$ cat src/rtl/box_motion_pkg.sv
// Shared types and default geometry for the bouncing-box motion engine.
package box_motion_pkg;

  typedef enum logic [1:0] {
    WAIT_FRAME,
    STEP_X,
    STEP_Y,
    COMMIT
  } state_e;

  localparam int DEF_H_ACTIVE = 640;
  localparam int DEF_V_ACTIVE = 480;
  localparam int DEF_BOX_SIZE = 200;
  localparam int DEF_POS_W    = 10;
  localparam int DEF_SPEED_W  = 4;

endpackage

$ cat src/rtl/box_motion_ctrl_if.sv
// Frame-timing inputs and box position/status outputs of the motion engine.
interface box_motion_ctrl_if
  import box_motion_pkg::*;
#(
  parameter int POS_W   = DEF_POS_W,
  parameter int SPEED_W = DEF_SPEED_W
);
  logic               vsync;
  logic [SPEED_W-1:0] speed;
  logic               pause;
  logic [POS_W-1:0]   box_x;
  logic [POS_W-1:0]   box_y;
  logic               dir_x;
  logic               dir_y;
  logic               bounce;
  logic               corner;
  logic [7:0]         bounce_count;

  modport master (
    output vsync, speed, pause,
    input  box_x, box_y, dir_x, dir_y, bounce, corner, bounce_count
  );

  modport slave (
    input  vsync, speed, pause,
    output box_x, box_y, dir_x, dir_y, bounce, corner, bounce_count
  );
endinterface

$ cat src/rtl/box_axis_step.sv
// One-axis position step with reflection at 0 and at max_pos (combinational).
module box_axis_step
  import box_motion_pkg::*;
#(
  parameter int POS_W   = DEF_POS_W,
  parameter int SPEED_W = DEF_SPEED_W
) (
  input  logic [POS_W-1:0]   pos,
  input  logic               dir,
  input  logic [SPEED_W-1:0] spd,
  input  logic [POS_W:0]     max_pos,
  output logic [POS_W-1:0]   next_pos,
  output logic               next_dir,
  output logic               hit
);

  logic [POS_W:0] pos_w;
  logic [POS_W:0] spd_w;
  logic [POS_W:0] sum_w;

  always_comb begin
    pos_w = {1'b0, pos};
    spd_w = '0;
    spd_w[SPEED_W-1:0] = spd;
    // One extra bit keeps pos + spd from wrapping before the limit compare.
    sum_w = pos_w + spd_w;

    next_pos = pos;
    next_dir = dir;
    hit      = 1'b0;

    if (!dir) begin
      if (sum_w >= max_pos) begin
        next_pos = max_pos[POS_W-1:0];
        next_dir = 1'b1;
        hit      = 1'b1;
      end else begin
        next_pos = sum_w[POS_W-1:0];
      end
    end else begin
      if (pos_w <= spd_w) begin
        next_pos = '0;
        next_dir = 1'b0;
        hit      = 1'b1;
      end else begin
        next_pos = pos - spd_w[POS_W-1:0];
      end
    end
  end

endmodule

$ cat src/rtl/box_motion_ctrl.sv
// Per-frame box motion: steps x then y into shadows on a vsync rise, then
// commits both axes together so the compositor never sees a split update.
module box_motion_ctrl
  import box_motion_pkg::*;
#(
  parameter int H_ACTIVE = DEF_H_ACTIVE,
  parameter int V_ACTIVE = DEF_V_ACTIVE,
  parameter int BOX_SIZE = DEF_BOX_SIZE,
  parameter int POS_W    = DEF_POS_W,
  parameter int SPEED_W  = DEF_SPEED_W
) (
  input  logic              clk,
  input  logic              reset,
  box_motion_ctrl_if.slave  bus
);

  localparam logic [POS_W:0] MAX_X = (POS_W+1)'(H_ACTIVE - BOX_SIZE);
  localparam logic [POS_W:0] MAX_Y = (POS_W+1)'(V_ACTIVE - BOX_SIZE);

  state_e             state_q, state_d;
  logic               vsync_prev_q, vsync_prev_d;
  logic [POS_W-1:0]   box_x_q, box_x_d;
  logic [POS_W-1:0]   box_y_q, box_y_d;
  logic               dir_x_q, dir_x_d;
  logic               dir_y_q, dir_y_d;
  logic               bounce_q, bounce_d;
  logic               corner_q, corner_d;
  logic [7:0]         bounce_count_q, bounce_count_d;

  logic [SPEED_W-1:0] spd_q, spd_d;
  logic [POS_W-1:0]   nx_q, nx_d;
  logic [POS_W-1:0]   ny_q, ny_d;
  logic               ndx_q, ndx_d;
  logic               ndy_q, ndy_d;
  logic               hx_q, hx_d;
  logic               hy_q, hy_d;

  logic               frame_edge;
  logic [POS_W-1:0]   x_next, y_next;
  logic               x_dir_next, y_dir_next;
  logic               x_hit, y_hit;

  box_axis_step #(.POS_W(POS_W), .SPEED_W(SPEED_W)) u_step_x (
    .pos      (box_x_q),
    .dir      (dir_x_q),
    .spd      (spd_q),
    .max_pos  (MAX_X),
    .next_pos (x_next),
    .next_dir (x_dir_next),
    .hit      (x_hit)
  );

  box_axis_step #(.POS_W(POS_W), .SPEED_W(SPEED_W)) u_step_y (
    .pos      (box_y_q),
    .dir      (dir_y_q),
    .spd      (spd_q),
    .max_pos  (MAX_Y),
    .next_pos (y_next),
    .next_dir (y_dir_next),
    .hit      (y_hit)
  );

  assign frame_edge = bus.vsync & ~vsync_prev_q;

  always_comb begin
    state_d        = state_q;
    vsync_prev_d   = bus.vsync;
    box_x_d        = box_x_q;
    box_y_d        = box_y_q;
    dir_x_d        = dir_x_q;
    dir_y_d        = dir_y_q;
    bounce_d       = 1'b0;
    corner_d       = 1'b0;
    bounce_count_d = bounce_count_q;
    spd_d          = spd_q;
    nx_d           = nx_q;
    ny_d           = ny_q;
    ndx_d          = ndx_q;
    ndy_d          = ndy_q;
    hx_d           = hx_q;
    hy_d           = hy_q;

    case (state_q)
      WAIT_FRAME: begin
        // Paused or zero-speed frames are dropped entirely, pulses included.
        if (frame_edge && !bus.pause && (bus.speed != '0)) begin
          spd_d   = bus.speed;
          state_d = STEP_X;
        end
      end
      STEP_X: begin
        nx_d    = x_next;
        ndx_d   = x_dir_next;
        hx_d    = x_hit;
        state_d = STEP_Y;
      end
      STEP_Y: begin
        ny_d    = y_next;
        ndy_d   = y_dir_next;
        hy_d    = y_hit;
        state_d = COMMIT;
      end
      COMMIT: begin
        box_x_d        = nx_q;
        box_y_d        = ny_q;
        dir_x_d        = ndx_q;
        dir_y_d        = ndy_q;
        bounce_d       = hx_q | hy_q;
        corner_d       = hx_q & hy_q;
        bounce_count_d = bounce_count_q + 8'(hx_q | hy_q);
        state_d        = WAIT_FRAME;
      end
      default: state_d = WAIT_FRAME;
    endcase
  end

  // vsync_prev resets high so vsync already high at release is not an edge.
  always_ff @(posedge clk or posedge reset) begin
    if (reset) begin
      state_q        <= WAIT_FRAME;
      vsync_prev_q   <= 1'b1;
      box_x_q        <= '0;
      box_y_q        <= '0;
      dir_x_q        <= 1'b0;
      dir_y_q        <= 1'b0;
      bounce_q       <= 1'b0;
      corner_q       <= 1'b0;
      bounce_count_q <= '0;
    end else begin
      state_q        <= state_d;
      vsync_prev_q   <= vsync_prev_d;
      box_x_q        <= box_x_d;
      box_y_q        <= box_y_d;
      dir_x_q        <= dir_x_d;
      dir_y_q        <= dir_y_d;
      bounce_q       <= bounce_d;
      corner_q       <= corner_d;
      bounce_count_q <= bounce_count_d;
    end
  end

  // Shadows and latched speed are only read after being written this frame.
  always_ff @(posedge clk) begin
    spd_q <= spd_d;
    nx_q  <= nx_d;
    ny_q  <= ny_d;
    ndx_q <= ndx_d;
    ndy_q <= ndy_d;
    hx_q  <= hx_d;
    hy_q  <= hy_d;
  end

  assign bus.box_x        = box_x_q;
  assign bus.box_y        = box_y_q;
  assign bus.dir_x        = dir_x_q;
  assign bus.dir_y        = dir_y_q;
  assign bus.bounce       = bounce_q;
  assign bus.corner       = corner_q;
  assign bus.bounce_count = bounce_count_q;

endmodule

$ cat src/flat_wrapper.sv
// flat-port wrapper written by rule: the top's interface ports become plain ports
module box_motion_ctrl_flat import box_motion_pkg::*;
#(
  parameter int H_ACTIVE = DEF_H_ACTIVE,
  parameter int V_ACTIVE = DEF_V_ACTIVE,
  parameter int BOX_SIZE = DEF_BOX_SIZE,
  parameter int POS_W    = DEF_POS_W,
  parameter int SPEED_W  = DEF_SPEED_W
)
  (clk, reset, bus_vsync, bus_speed, bus_pause, bus_box_x, bus_box_y, bus_dir_x, bus_dir_y, bus_bounce, bus_corner, bus_bounce_count);
  box_motion_ctrl_if #(.POS_W(POS_W), .SPEED_W(SPEED_W)) bus_i ();
  input  logic clk;
  input  logic reset;
  input wire logic [$bits(bus_i.vsync)-1:0] bus_vsync;
  input wire logic [$bits(bus_i.speed)-1:0] bus_speed;
  input wire logic [$bits(bus_i.pause)-1:0] bus_pause;
  output wire logic [$bits(bus_i.box_x)-1:0] bus_box_x;
  output wire logic [$bits(bus_i.box_y)-1:0] bus_box_y;
  output wire logic [$bits(bus_i.dir_x)-1:0] bus_dir_x;
  output wire logic [$bits(bus_i.dir_y)-1:0] bus_dir_y;
  output wire logic [$bits(bus_i.bounce)-1:0] bus_bounce;
  output wire logic [$bits(bus_i.corner)-1:0] bus_corner;
  output wire logic [$bits(bus_i.bounce_count)-1:0] bus_bounce_count;
  assign bus_i.vsync = bus_vsync;
  assign bus_i.speed = bus_speed;
  assign bus_i.pause = bus_pause;
  assign bus_box_x = bus_i.box_x;
  assign bus_box_y = bus_i.box_y;
  assign bus_dir_x = bus_i.dir_x;
  assign bus_dir_y = bus_i.dir_y;
  assign bus_bounce = bus_i.bounce;
  assign bus_corner = bus_i.corner;
  assign bus_bounce_count = bus_i.bounce_count;
  box_motion_ctrl #(.H_ACTIVE(H_ACTIVE), .V_ACTIVE(V_ACTIVE), .BOX_SIZE(BOX_SIZE), .POS_W(POS_W), .SPEED_W(SPEED_W)) u_core (.clk(clk), .reset(reset), .bus(bus_i));
endmodule
$ cat config.mk
export PLATFORM = sky130hd
export DESIGN_NAME = box_motion_ctrl_flat
export DESIGN_NICKNAME = d
export VERILOG_FILES = /design/src/rtl/box_motion_pkg.sv /design/src/rtl/box_motion_ctrl_if.sv /design/src/rtl/box_axis_step.sv /design/src/rtl/box_motion_ctrl.sv /design/src/flat_wrapper.sv
export SDC_FILE = /design/constraint.sdc
export NUM_CORES = 1
export LEC_CHECK = 0
export BUFFER_PORTS_ARGS = -buffer_cell sky130_fd_sc_hd__buf_2
export CAP_MARGIN = 20
export CELL_PAD_IN_SITES_DETAIL_PLACEMENT = 1
export CELL_PAD_IN_SITES_GLOBAL_PLACEMENT = 1
export CORE_AREA = 2 2 114 88
export CTS_CLUSTER_SIZE = 28
export DETAILED_ROUTE_END_ITERATION = 10
export DIE_AREA = 0 0 116 90
export GPL_TIMING_DRIVEN = 0
export PLACE_DENSITY = 0.87
export SYNTH_ARGS = -nofsm -noshare
export SYNTH_HDL_FRONTEND = slang
export SYNTH_HIERARCHICAL = 1
export SYNTH_SLANG_ARGS = --single-unit
$ cat constraint.sdc
create_clock -name clk -period 4.4 [get_ports clk]
set_clock_uncertainty 0.2 [all_clocks]
set_input_delay 0.66 -clock clk [delete_from_list [all_inputs] [get_ports clk]]
set_output_delay 0.66 -clock clk [all_outputs]
set_load 0.05 [all_outputs]
==> metrics.yaml, run 1 <==
run_status:
  status: "completed"
floorplan:
  coreArea_um2: 9390
  io_pins: 40
  die_area_um2: 10400
  start_util: 0.468
  fp.dieH_um: 90
  rows: 31
  die_w_um: 116
worst_setup_path:
  arrival_ps: 3990
  cp-end-kind: "register"
  reg2reg_depth: 13
  r2r_end: "u_core/ny_q[3]$_DFFE_PN_"
  r2r-start: "u_core/spd_q[1]$_DFFE_PP_"
  crit_type: "register to register"
  cp.required_ps: 4270
  startpoint_type: "register"
  rrSetupSlack_ps: 280
  crit_fanout: 10
yosys:
  synth_seq_area_share: 0.391
  synthesis.area_um2: 4400
  yosys_register_bits: 63
  syn_area_per_cell_um2: 10.6
  synthDistinctLibCells: 64
  synth_top_area_share: 0.194
  synth_edf_count: 28
  synth.most_common_cell: "inv_1"
  async_flop_share: 0.556
  synthTopCellsByCount: "inv_1, ha_1, dfrtp_1"
  synth_top_cell_by_area: "dfrtp_1"
  synthFlopType: "dfrtp_1"
  synth_area_leaders: "dfrtp_1, edfxtp_1, ha_1"
  postSynthCellCount: 414
  synth_warnings: 6
clocking:
  cts_buffers: 9
  clock_latency_ps: 330
  h-tree-depth: 3
  cts_root_buf: "clkbuf_16"
  cts_tree: "yes"
  cts.sinks: 63
  clkTransAtPathRegs_ps: 60
  cts_buffer_depth: 2
final_layout:
  syn_to_final_growth_pct: 19.2
  seq_area_um2: 1720
  final_nets: 561
  layoutNonFillerInstCount: 642
  diodes: 0
  stdcell_area_um2: 5240
  nFillCells: 1065
  multi_input_area_um2: 2550
  layout-drive-gt1-share: 0.218
sta:
  slew_violations: 0
  hold_viol: 0
  max_freq_mhz: 243
  layout_setup_ws_ps: 279
  setup_viol: 0
  tightest_slew_ps: 678
  finalCritPeriodShare: 0.937
  period_minus_slack_ps: 4120
  finalSetupTns_ps: 0
  relSlewSlack: 0.548
  rsz0062_at_grt: "false"
run:
  cap_violations: 0
drt:
  drt_iter0_markers: 151
  drt_pass1_iterations: 4
  ant_nets: 0
  drc: 0
  vias_per_cell: 5.41
  wl_per_cell_um: 17.7
  via_count: 3472
  drt-total-wl_um: 11400
global_routing:
  grt_start_max_net_pins: 24
  grt_pass1_vias: 3770
  grt_remaining_overflow: 0
  grt_pass1_wl_um: 18800
  grt_usage: 0.233
  antenna_found_initial: 0
place:
  dp.cells: 626
  place_ws_ps: 42.6
  dpl.hpwl_um: 8780
  placed_area_um2: 4930
  gp_congestion: 0.862
  portBuffers: 39
worst_hold_path:
  min_path_type: "input pin to async pin"
## through the flow
step	hold WS (ps)	util
6_report	169	0.558
5_1_grt	196	0.558
4_1_cts	179	0.557
3_5_place_dp	253	0.526
3_3_place_gp	254	0.523
2_1_floorplan	254	-
## timing repair
action                                  4_1_cts  5_1_grt
buffers inserted                              0        1
endpoints found under the setup margin        0       10
resized for setup                             0        4
hold buffers                                  0        0
## registers in the layout (all words and copies together) (netlist names)
| name | cells |
|---|---|
| u_core/bus.box_x | 10 |
| u_core/bus.box_y | 10 |
| u_core/nx_q | 10 |
| u_core/ny_q | 10 |
| u_core/bus.bounce_count | 8 |
| u_core/spd_q | 4 |
| u_core/state_q | 2 |
| u_core/bus.bounce | 1 |
| u_core/bus.corner | 1 |
| u_core/bus.dir_x | 1 |
| u_core/bus.dir_y | 1 |
| u_core/hx_q | 1 |
| u_core/hy_q | 1 |
| u_core/ndx_q | 1 |
| u_core/ndy_q | 1 |
| u_core/vsync_prev_q | 1 |
## cells by family after synthesis
group,Yosys count,synth area share
compound gates,75,0.124
simple gates,94,0.124
fa+ha+maj,48,0.143
buf+inv,66,0.0658
mux,38,0.0937
other cells,2,0.00171
flops,63,0.391
xor+xnor,28,0.0558
## how the worst max path moves through the flow
stage | startpoint | cells after the start | slack, ps | endpoint
floorplan | u_core/bus.box_y[2]$_DFFE_PP0N_ | 12 | 450 | u_core/ny_q[4]$_DFFE_PN_
global placement | u_core/spd_q[2]$_DFFE_PP_ | 14 | 130 | u_core/ny_q[4]$_DFFE_PN_
detailed placement | u_core/spd_q[2]$_DFFE_PP_ | 13 | 40 | u_core/ny_q[6]$_DFFE_PN_
CTS | u_core/spd_q[2]$_DFFE_PP_ | 13 | 20 | u_core/ny_q[1]$_DFFE_PN_
global route | u_core/spd_q[1]$_DFFE_PP_ | 14 | 10 | u_core/nx_q[8]$_DFFE_PN_
finish | u_core/spd_q[1]$_DFFE_PP_ | 13 | 280 | u_core/ny_q[3]$_DFFE_PN_
## layout by cell type (no fill, tap or decap), types with 6 or more instances in the layout
| cell type | instances |
|---|---|
| mux2_2 | 25 |
| mux2i_1 | 13 |
| conb_1 | 42 |
| inv_1 | 48 |
| a221o_1 | 9 |
| clkbuf_1 | 6 |
| dfrtp_1 | 34 |
| nand2_1 | 14 |
| nand2b_1 | 8 |
| nor2_1 | 22 |
| xnor2_1 | 20 |
| clkbuf_16 | 9 |
| edfxtp_1 | 28 |
| ha_1 | 44 |
| nand3_1 | 6 |
| a21oi_1 | 17 |
| o21ai_0 | 9 |
| buf_2 | 45 |
| nand4_1 | 6 |
| a21o_1 | 6 |
| xor2_1 | 8 |
| o22ai_1 | 9 |
## final cells by class
cell class,instances,share of cell area
plain buffers,17,0.0203
clock buffers,10,0.0437
clock inverters,6,0.0117
inverters,48,0.0344
multi-input cells,325,0.487
flip-flops and latches,63,0.328
well taps,132,0.0315
repair buffers,41,0.0439
## layer usage
metal	up-vias	track usage	routed length, µm
met5	-	0	0
li1	1628	-	-
met2	84	0.394	5720
met3	8	0.0600	527
met4	0	0.0556	70
met1	1752	0.298	5050
## worst max-delay path, cell delays in order, from the launching register on
cell and delay (ps):
edfxtp_1 450, inv_1 180, ha_1 290, or3b_2 490
a31oi_2 260, o21ai_0 150, xnor2_1 280, ha_1 290
and4_1 220, nand2_1 60, o221ai_1 200, a21o_1 230
clkbuf_2 230, a221o_1 350
Power of run 1 is left out: the tool's default activity adds up to more than one toggle a clock period on the data nets, which glitch-free logic cannot reach.
==> run 2: changes to the inputs <==
CORE_AREA = 2 2 99 101   (was 2 2 114 88)
DIE_AREA = 0 0 101 103   (was 0 0 116 90)
==> run 2 against run 1 <==
- maximum frequency shrank 2.6%
- critical path depth did not move
- die area fell by 0.35%
- cell area is 2.8% lower
- non-clock buffer count unchanged
- largest cell class unchanged
- critical endpoint unchanged
==> metrics.yaml, run 2 (synthesized netlist as in run 1, its figures left out) <==
floorplan:
  rows: 36  # +16%
  start_util: 0.465  # -0.00359
  fp.dieH_um: 103  # +14%
  io_pins: 40  # unchanged
  die_w_um: 101  # -13%
  die_area_um2: 10400  # -0.35%
  coreArea_um2: 9460  # +0.77%
worst_setup_path:
  crit_fanout: 10  # unchanged
  rrSetupSlack_ps: 170  # -110 ps
  arrival_ps: 4120  # +130 ps
  startpoint_type: "register"
  crit_top_cell: "ha_1"
  r2r-start: "u_core/spd_q[2]$_DFFE_PP_"
  cp.required_ps: 4290  # +20 ps
  critPathMaxStageDelay_ps: 550  # +60 ps
  cpMaxStageDelayCell: "or3b_2"
  crit_type: "register to register"
  cp_top_family: "compound AO/OA/AOI/OAI gates"
  r2r_end: "u_core/ny_q[3]$_DFFE_PN_"
  crit_buf_inv: 2  # unchanged
  worstSetupEndpoint: "u_core/ny_q[3]$_DFFE_PN_"
  reg2reg_depth: 13  # unchanged
  startpoint: "u_core/spd_q[2]$_DFFE_PP_"
  path_depth: 13  # unchanged
  cp-end-kind: "register"
  cp_cell_sequence: "inv_1, ha_1, or3b_2, a31oi_2, o21ai_0, xnor2_1, ha_1, and4_1, nand2_1, o221ai_1, a21o_1, clkbuf_2, a221o_1"
clocking:
  cts.sinks: 63  # unchanged
  cts_tree: "yes"
  cts_root_buf: "clkbuf_8"
  clkTransAtPathRegs_ps: 70  # about the same
  hold_buffers: 0  # unchanged
  clock_latency_ps: 340  # about the same
  h-tree-depth: 3  # unchanged
  cts_buffers: 9  # unchanged
  cts_buffer_depth: 2  # unchanged
drt:
  drc: 0  # unchanged
  ant_nets: 0  # unchanged
  wl_per_cell_um: 17.9  # +1.2%
  drt-total-wl_um: 11200  # -1.6%
  vias_per_cell: 5.49  # +1.4%
  via_count: 3423  # -1.4%
  drt_pass1_iterations: 4  # unchanged
  drt_iter0_markers: 101  # -33%
final_layout:
  final_nets: 561  # unchanged
  layout-drive-gt1-share: 0.220  # +0.00196
  nFillCells: 1089  # +2.3%
  syn_to_final_growth_pct: 15.9
  layout_common_cells: "inv_1, buf_2, ha_1"
  diodes: 0  # unchanged
  final_common_cell: "inv_1"
  stdcell_area_um2: 5090  # -2.8%
sta:
  finalSetupTns_ps: 0  # unchanged
  period_minus_slack_ps: 4230  # +109 ps
  tightest_slew_ps: 750  # +71.3 ps
  relSlewSlack: 0.499  # -0.0482
  setup_viol: 0  # unchanged
  hold_viol: 0  # unchanged
  max_freq_mhz: 236  # -2.6%
  rsz0062_at_grt: "false"
  finalCritPeriodShare: 0.961  # +0.0248
  slew_violations: 0  # unchanged
run_status:
  status: "completed"
place:
  portBuffers: 39  # unchanged
  dpl.hpwl_um: 8220  # -6.4%
  gp_congestion: 0.858  # -0.45%
  placed_area_um2: 4880  # -1.0%
global_routing:
  grt_start_max_net_pins: 36  # +50%
  grt_remaining_overflow: 0  # unchanged
  antenna_found_initial: 0  # unchanged
  grt_pass1_wl_um: 18100  # -3.8%
  grt_pass1_vias: 3641  # -3.4%
  grt_usage: 0.227  # -0.00668
worst_hold_path:
  min_path_type: "input pin to register"
  min-delay-start: "bus_vsync"
run:
  cap_violations: 0  # unchanged
## run 2: through the flow
stage | setup slack [ps] | hold WS (ps) | utilization | std cells
3_3_place_gp | 146 | 255 | 0.516 | 607
4_1_cts | 50.1 | 218 | 0.537 | 623
6_report | 170 | 232 | 0.538 | 624
3_5_place_dp | 33.5 | 272 | 0.516 | 607
2_1_floorplan | 454 | 254 | - | 454
5_1_grt | 19.1 | 216 | 0.538 | 624
## run 2: worst min-delay path by stage
stage,to,slack (ps),depth (start not counted)
after global routing,u_core/vsync_prev_q$_DFF_PP1_,220,1
after floorplan,u_core/bus.box_x[9]$_DFFE_PP0N_,250,1
final,u_core/vsync_prev_q$_DFF_PP1_,230,1
after CTS,u_core/vsync_prev_q$_DFF_PP1_,220,1
after detailed placement,u_core/bus.box_y[7]$_DFFE_PP0N_,270,1
after global placement,u_core/bus.box_y[2]$_DFFE_PP0N_,260,1
## run 2: cell type report
class	count	area, µm²	share of cell area
Multi-Input combinational cell	325	2550	0.500
Timing Repair Buffer	41	210	0.0413
Tap cell	114	143	0.0280
Clock inverter	3	17.5	0.00344
Inverter	48	180	0.0354
Buffer	17	106	0.0209
Clock buffer	13	169	0.0332
Sequential cell	63	1720	0.337
## run 2: layer usage
layer	routed length, µm	GRT usage	part of all wire
met5	0	0	0
met4	246	0.0884	0.022
met3	340	0.0319	0.030
met2	5860	0.415	0.52
met1	4740	0.269	0.42
## run 2: repair_timing
action,4_1_cts,5_1_grt
endpoints found under the setup margin,4,9
pin swaps,0,2
resized for setup,1,3
setup buffers,0,2
gates cloned,0,0
Power of run 2 is left out for the same reason.
